File: src/rtl/counter_ctrl.sv
// Up/down terminal counter with a four-state IDLE/RUN/PAUSE/DONE controller.
// Configuration (limit, mode, dir) is writable only while not counting.
module counter_ctrl #(
  parameter int WIDTH = 4
) (
  input  logic             clk,
  input  logic             rstn,
  input  logic             start,
  input  logic             stop,
  input  logic             pause,
  input  logic             cfg_we,
  input  logic [WIDTH-1:0] cfg_limit,
  input  logic             cfg_mode,
  input  logic             cfg_dir,
  output logic [WIDTH-1:0] count,
  output logic             busy,
  output logic             done,
  output logic             idle
);

  localparam logic [1:0] S_IDLE  = 2'd0;
  localparam logic [1:0] S_RUN   = 2'd1;
  localparam logic [1:0] S_PAUSE = 2'd2;
  localparam logic [1:0] S_DONE  = 2'd3;

  localparam logic [WIDTH-1:0] ZERO = '0;
  localparam logic [WIDTH-1:0] ONE  = {{(WIDTH-1){1'b0}}, 1'b1};

  logic [1:0]       r_state;
  logic [WIDTH-1:0] r_count;
  logic [WIDTH-1:0] r_limit;
  logic             r_mode;
  logic             r_dir;

  logic [WIDTH-1:0] w_start_val;
  logic [WIDTH-1:0] w_term_val;
  logic             w_at_term;
  logic             w_cfg_open;

  assign w_start_val = r_dir ? r_limit : ZERO;
  assign w_term_val  = r_dir ? ZERO : r_limit;
  assign w_at_term   = (r_count == w_term_val);
  assign w_cfg_open  = (r_state == S_IDLE) || (r_state == S_DONE);

  always_ff @(posedge clk or negedge rstn) begin
    if (!rstn) begin
      r_limit <= '1;
      r_mode  <= 1'b0;
      r_dir   <= 1'b0;
    end else if (cfg_we && w_cfg_open) begin
      r_limit <= cfg_limit;
      r_mode  <= cfg_mode;
      r_dir   <= cfg_dir;
    end
  end

  // Terminal check precedes the step, so the count never wraps past 0..limit.
  always_ff @(posedge clk or negedge rstn) begin
    if (!rstn) begin
      r_state <= S_IDLE;
      r_count <= ZERO;
    end else if (stop) begin
      r_state <= S_IDLE;
      r_count <= ZERO;
    end else begin
      case (r_state)
        S_IDLE, S_DONE: begin
          if (start) begin
            r_state <= S_RUN;
            r_count <= w_start_val;
          end
        end
        S_RUN: begin
          if (pause) begin
            r_state <= S_PAUSE;
          end else if (w_at_term) begin
            if (r_mode) begin
              r_count <= w_start_val;
            end else begin
              r_state <= S_DONE;
            end
          end else if (r_dir) begin
            r_count <= r_count - ONE;
          end else begin
            r_count <= r_count + ONE;
          end
        end
        S_PAUSE: begin
          if (!pause) begin
            r_state <= S_RUN;
          end
        end
        default: begin
          r_state <= S_IDLE;
          r_count <= ZERO;
        end
      endcase
    end
  end

  assign count = r_count;
  assign busy  = (r_state == S_RUN) || (r_state == S_PAUSE);
  assign idle  = (r_state == S_IDLE);
  assign done  = (r_state == S_RUN) && w_at_term;

endmodule

File: config.mk
export PLATFORM = sky130hd
export DESIGN_NAME = counter_ctrl
export DESIGN_NICKNAME = d
export VERILOG_FILES = /design/src/rtl/counter_ctrl.sv
export SDC_FILE = /design/constraint.sdc
export NUM_CORES = 1
export LEC_CHECK = 0
export CAP_MARGIN = 5
export CORE_UTILIZATION = 49
export DETAILED_ROUTE_END_ITERATION = 16
export GPL_TIMING_DRIVEN = 0
export MAX_ROUTING_LAYER = met4
export PLACE_DENSITY_LB_ADDON = 0.12
export SLEW_MARGIN = 10
export SYNTH_ARGS = -nofsm -noshare
export SYNTH_HDL_FRONTEND = slang
export SYNTH_SLANG_ARGS = --single-unit
File: constraint.sdc
create_clock -name clk -period 3.4 [get_ports clk]
set_input_delay 0.34 -clock clk [delete_from_list [all_inputs] [get_ports clk]]
set_output_delay 0.34 -clock clk [all_outputs]
set_load 0.03 [all_outputs]
Word level (Yosys, flattened, before mapping)
Index checks and enable logic that the tools add are counted.
Widths: inputs -> output; s select.
Storage, ports and cells
  word-level logic and storage cells: 42
  register bits after elaboration: 12
  output and inout port bits: 7
  bits of input ports: 12
Cells by class
  reductions and logical operators: 9
  mux-type cells: 16
  equal/unequal tests: 10
  add/sub/neg operators: 2
Operators with widths (number)
  $mux 4: 8
  $mux 2: 6
  $ne 4x4->1 const B: 3
  $ne 3x3->1 const B: 3
  $pmux 4 s2: 1
  $reduce_and 4->1: 2
  $pmux 2 s3: 1
  $add 4x1->4 const B: 1
  $eq 2x2->1 const B: 2
  $eq 4x4->1: 1
  $sub 4x1->4 const B: 1
  $reduce_bool 3->1: 1
  $eq 2x1->1 const B: 1
  $logic_and 1x1->1: 2
  $logic_not 2->1: 1
  $logic_or 1x1->1: 2
  $reduce_or 2->1: 1

Depth between registers and ports, before layout
  depth in word-level cells: 6
  mapped depth: 7
  mapped depth without buffers: 7

Worst setup path after synthesis
No wires, ideal clock.
  kind: reg-to-reg
  from: register r_state[0]
  to: register r_count[1] (netlist: count[1])
  path slack: 1.433 ns
  data required time: 3.273 ns
  period minus slack after synthesis: 1.967 ns
  stages on the path, launching flop included: 7
  arrival: 1.840 ns
  buffers on the path: 0
  setup time: 0.127 ns
  cell sequence: dfrtp_1 inv_1 ha_1 mux2_2 o21bai_1 and2_4 mux2_1
On the way
  cells in the longest elaborated chain, start to end: 4
  elaborated cells between the ends (all ways): 11
  classes of those cells: 5 x eq/ne; 2 x mux; 4 x reduce/logical
Ends and longest elaborated chain
  start, declared: RTL line 29  | logic [1:0] r_state;
  start signal, assigned: RTL line 60  | r_state <= S_IDLE;
  start signal, assigned: RTL line 63  | r_state <= S_IDLE;
  start signal, assigned: RTL line 69  | r_state <= S_RUN;
  $eq 2x2->1 or $logic_not 2->1 (tied branches): RTL line 66  | case (r_state)
  $reduce_or 2->1: RTL line 66
  $ne 3x3->1 (no source line), or another cell as far along
  $reduce_and 4->1 (no source line) or $mux 4 (tied branches)
  end signal, assigned: RTL line 70  | r_count <= w_start_val;
  end signal, assigned: RTL line 78  | r_count <= w_start_val;
  end signal, assigned: RTL line 83  | r_count <= r_count - ONE;
  end, declared: RTL line 30  | logic [WIDTH-1:0] r_count;
Parallel ways exist; a longest one is shown, timed or not.
A chain may end at the register's enable or synchronous reset.

Worst setup path in the final report
  from: register r_dir
  to: output done
On the way
  cells in the longest elaborated chain, start to end: 3
Ends and longest elaborated chain
  start, declared: RTL line 33  | logic r_dir;
  start signal, assigned: RTL line 53  | r_dir <= cfg_dir;
  $mux 4: RTL line 41  | assign w_term_val = r_dir ? ZERO : r_limit;
  $eq 4x4->1: RTL line 42  | assign w_at_term = (r_count == w_term_val);
  $logic_and 1x1->1: RTL line 104  | assign done = (r_state == S_RUN) && w_at_term;
  end, declared: RTL line 17  | output logic done,
No other way between the ends.

==> metrics <==
final worst path period share=~80%; final hold vios=0; Cells after DPL=131; GPL Wtd Cong=0.797; Post-DP HPWL=between 1 and 1.5 mm; Die H=about 45 µm; Layout area overhead=27.0%; Tightest Pin Transition=approximately 500 ps; syn_nets=approximately 110; I/O Buffers=18; FILL cells=146; pin count of the biggest net entering global routing=13; pwr/cell area=approximately 980 mW/mm²; Routed Antenna Nets=0; Max-Slew Margin vs Limit=65.7%; Reg area=305 µm²; CTS resizes=0; share of cells above drive strength 1=approximately a fifth; full die area=0.00205 mm²; synth warn=0; CP endpoint kind=output pin; RSZ-0062 raised after global routing=no; # IOs=19; Bufs on Longest Clock Path=2; Cell Area, Placed=0.00113 mm²; maximum clock rate=between 0.3 and 0.4 GHz; GRT Resource Usage Total=roughly 23%; Slew Limit Fails=0; number of flops mapped to enable cells by yosys=0; Hold WC Path Type=input port to asynchronous set/reset pin; die width=~45 µm; global route total overflow=0; fin crit period=2720 ps; count leader, synth=dfrtp_1; dominant cell type by area after synthesis=dfrtp_1; Starting Density=around 53%; initial antenna violation count=0; Netlist cell types=38; final cell count without fillers=135; final core occ=between 60% and 70%; Synth Register Bits=12; clock slew at reported path FFs=approximately 80 ps; CP Launch Type=flip-flop; cell area after layout=~0.0012 mm²; Yosys top cell area share=21.8%; peak supply drop=between 0.0005 and 0.0006 V; root buf cell=clkbuf_4; DRT iter0 DRCs=14; clock buffer count from CTS=3; first drt pass iteration count=3; Setup-failing EPs final=0; DR WL/cell=between 10 and 15 µm; sequential area share after synthesis=roughly 33%; synth top area cells=dfrtp_1 22%, dfstp_2 11%, mux2_2 8.6%; Total Nets Final=roughly 130; Arrival @ worst endpoint=about 2400 ps; Mean Syn Cell Area=approximately 10 µm²; via count=758; commonest cells in the synthesized netlist=8 x dfrtp_1, 7 x mux2_2, 6 x nor2_1, 5 x a21oi_1, 5 x ha_1; global-route wire length before repair=roughly 3.2 mm; status=complete, no violations; number of global-route vias before repair=690; synthesized area=roughly 900 µm²; critical path class=flip-flop to output pin; top_reg_cell synth=dfrtp_1; drc violations=0; CP Data Required Time=slightly above 3000 ps; setup tns final=0 ps; Core Footprint=0.00175 mm²; MaxCap Viol Count=0; critical path fanouts, max=10; setup bufs post-CTS=0; Post-Syn Instances=88; antenna fix cells=0; CTS Sinks=12; Multi-input gate area=591 µm²; Routed WL=around 1.8 mm; Clk Latency, worst-skew pair=between 200 and 300 ps; vias per cell=about 5.6; ys async rst share=between 90% and 100%; Hold Buf Count CTS=0; CTS tree=yes; H-tree depth=1; final clock skew=7.37 ps; P_leak=between 0.4 and 0.5 nW; # rows=15
==> logic make-up after synthesis <==
group                      after synthesis  synth area share (%)
buffers and inverters                    5                  2.45
AOI/OAI and AO/OA                       23                  20.0
adders and majority gates                6                  8.99
muxes                                   12                  14.7
xor gates and xnor gates                 5                  4.77
DFF                                     12                  33.2
and+or+nand+nor                         25                  15.8
==> report_power, final <==
group	total [mW]	switching (mW)	internal [mW]
Clock	0.111	0.0456	0.0650
Combinational	0.696	0.341	0.355
Sequential	0.337	0.110	0.227
Total	1.14	0.497	0.647
==> registers in the layout, indices dropped and copies added (netlist names) <==
register	flops
r_dir	1
r_limit	4
r_state	2
count	4
r_mode	1
==> through the flow <==
| step | setup slack, ps | hold slack (ps) | power, mW |
|---|---|---|---|
| CTS | 663 | 411 | 1.15 |
| global placement | 1020 | 550 | 1.01 |
| global route | 541 | 446 | 1.24 |
| floorplan | 1430 | 44.4 | 0.844 |
| finish | 682 | 406 | 1.14 |
| detailed placement | 977 | 562 | 1.03 |
==> final cells by class <==
class | instances | area share [%]
Buffer | 2 | 0.966
Clock buffer | 4 | 3.11
Inverter | 3 | 0.966
Multi-Input combinational cell | 71 | 50.6
Sequential cell | 12 | 26.2
Tap cell | 25 | 2.68
Timing Repair Buffer | 18 | 15.5
==> worst max-delay path, cell delays in order, from the launching register on <==
cell,delay [ps]
dfrtp_1,440
buf_4,190
nand4bb_1,210
o22ai_2,240
o22a_1,230
and2_1,140
clkdlybuf4s50_1,660
==> path summary, 6_finish.rpt <==
check,startpoint,endpoint,slack (ps),cells past startpoint
hold / removal,rstn,r_dir,410,1
min in group clk,r_mode,r_mode,570,1
setup / recovery,r_dir,done,680,6
max in group asynchronous,rstn,r_limit[3],2630,1
setup reg to reg,r_state[1],count[1],1320,6
hold reg to reg,r_mode,r_mode,570,1
==> placed cells by master (no fill, tap or decap), types with 2 or more instances in the layout <==
| cell type | synthesis | routed |
|---|---|---|
| o221ai_1 | 2 | 2 |
| nor3_1 | 2 | 2 |
| clkbuf_4 | 0 | 3 |
| nand2_1 | 3 | 3 |
| dfrtp_1 | 8 | 8 |
| o21ba_2 | 2 | 2 |
| a21oi_1 | 5 | 5 |
| nor2b_1 | 3 | 3 |
| nand4bb_1 | 2 | 2 |
| o22ai_2 | 2 | 2 |
| mux2i_1 | 3 | 3 |
| nand2b_1 | 2 | 2 |
| dfstp_2 | 4 | 4 |
| ha_1 | 5 | 5 |
| xor2_1 | 2 | 2 |
| inv_1 | 3 | 3 |
| nor2_1 | 6 | 6 |
| clkdlybuf4s50_1 | 0 | 18 |
| o31ai_1 | 2 | 2 |
| nand3b_1 | 2 | 2 |
| mux2_2 | 7 | 7 |
| o31a_1 | 2 | 2 |
| and2_1 | 2 | 2 |
| xnor2_1 | 3 | 3 |
==> layer usage <==
layer,vias to the layer above,global-route usage (%),share of wire (%)
met3,4,3.60,3.4
li1,372,-,-
met5,-,-,0
met1,364,32.4,48
met2,18,31.0,48
met4,0,10.3,1.3
(Power assumes the default switching activity.)
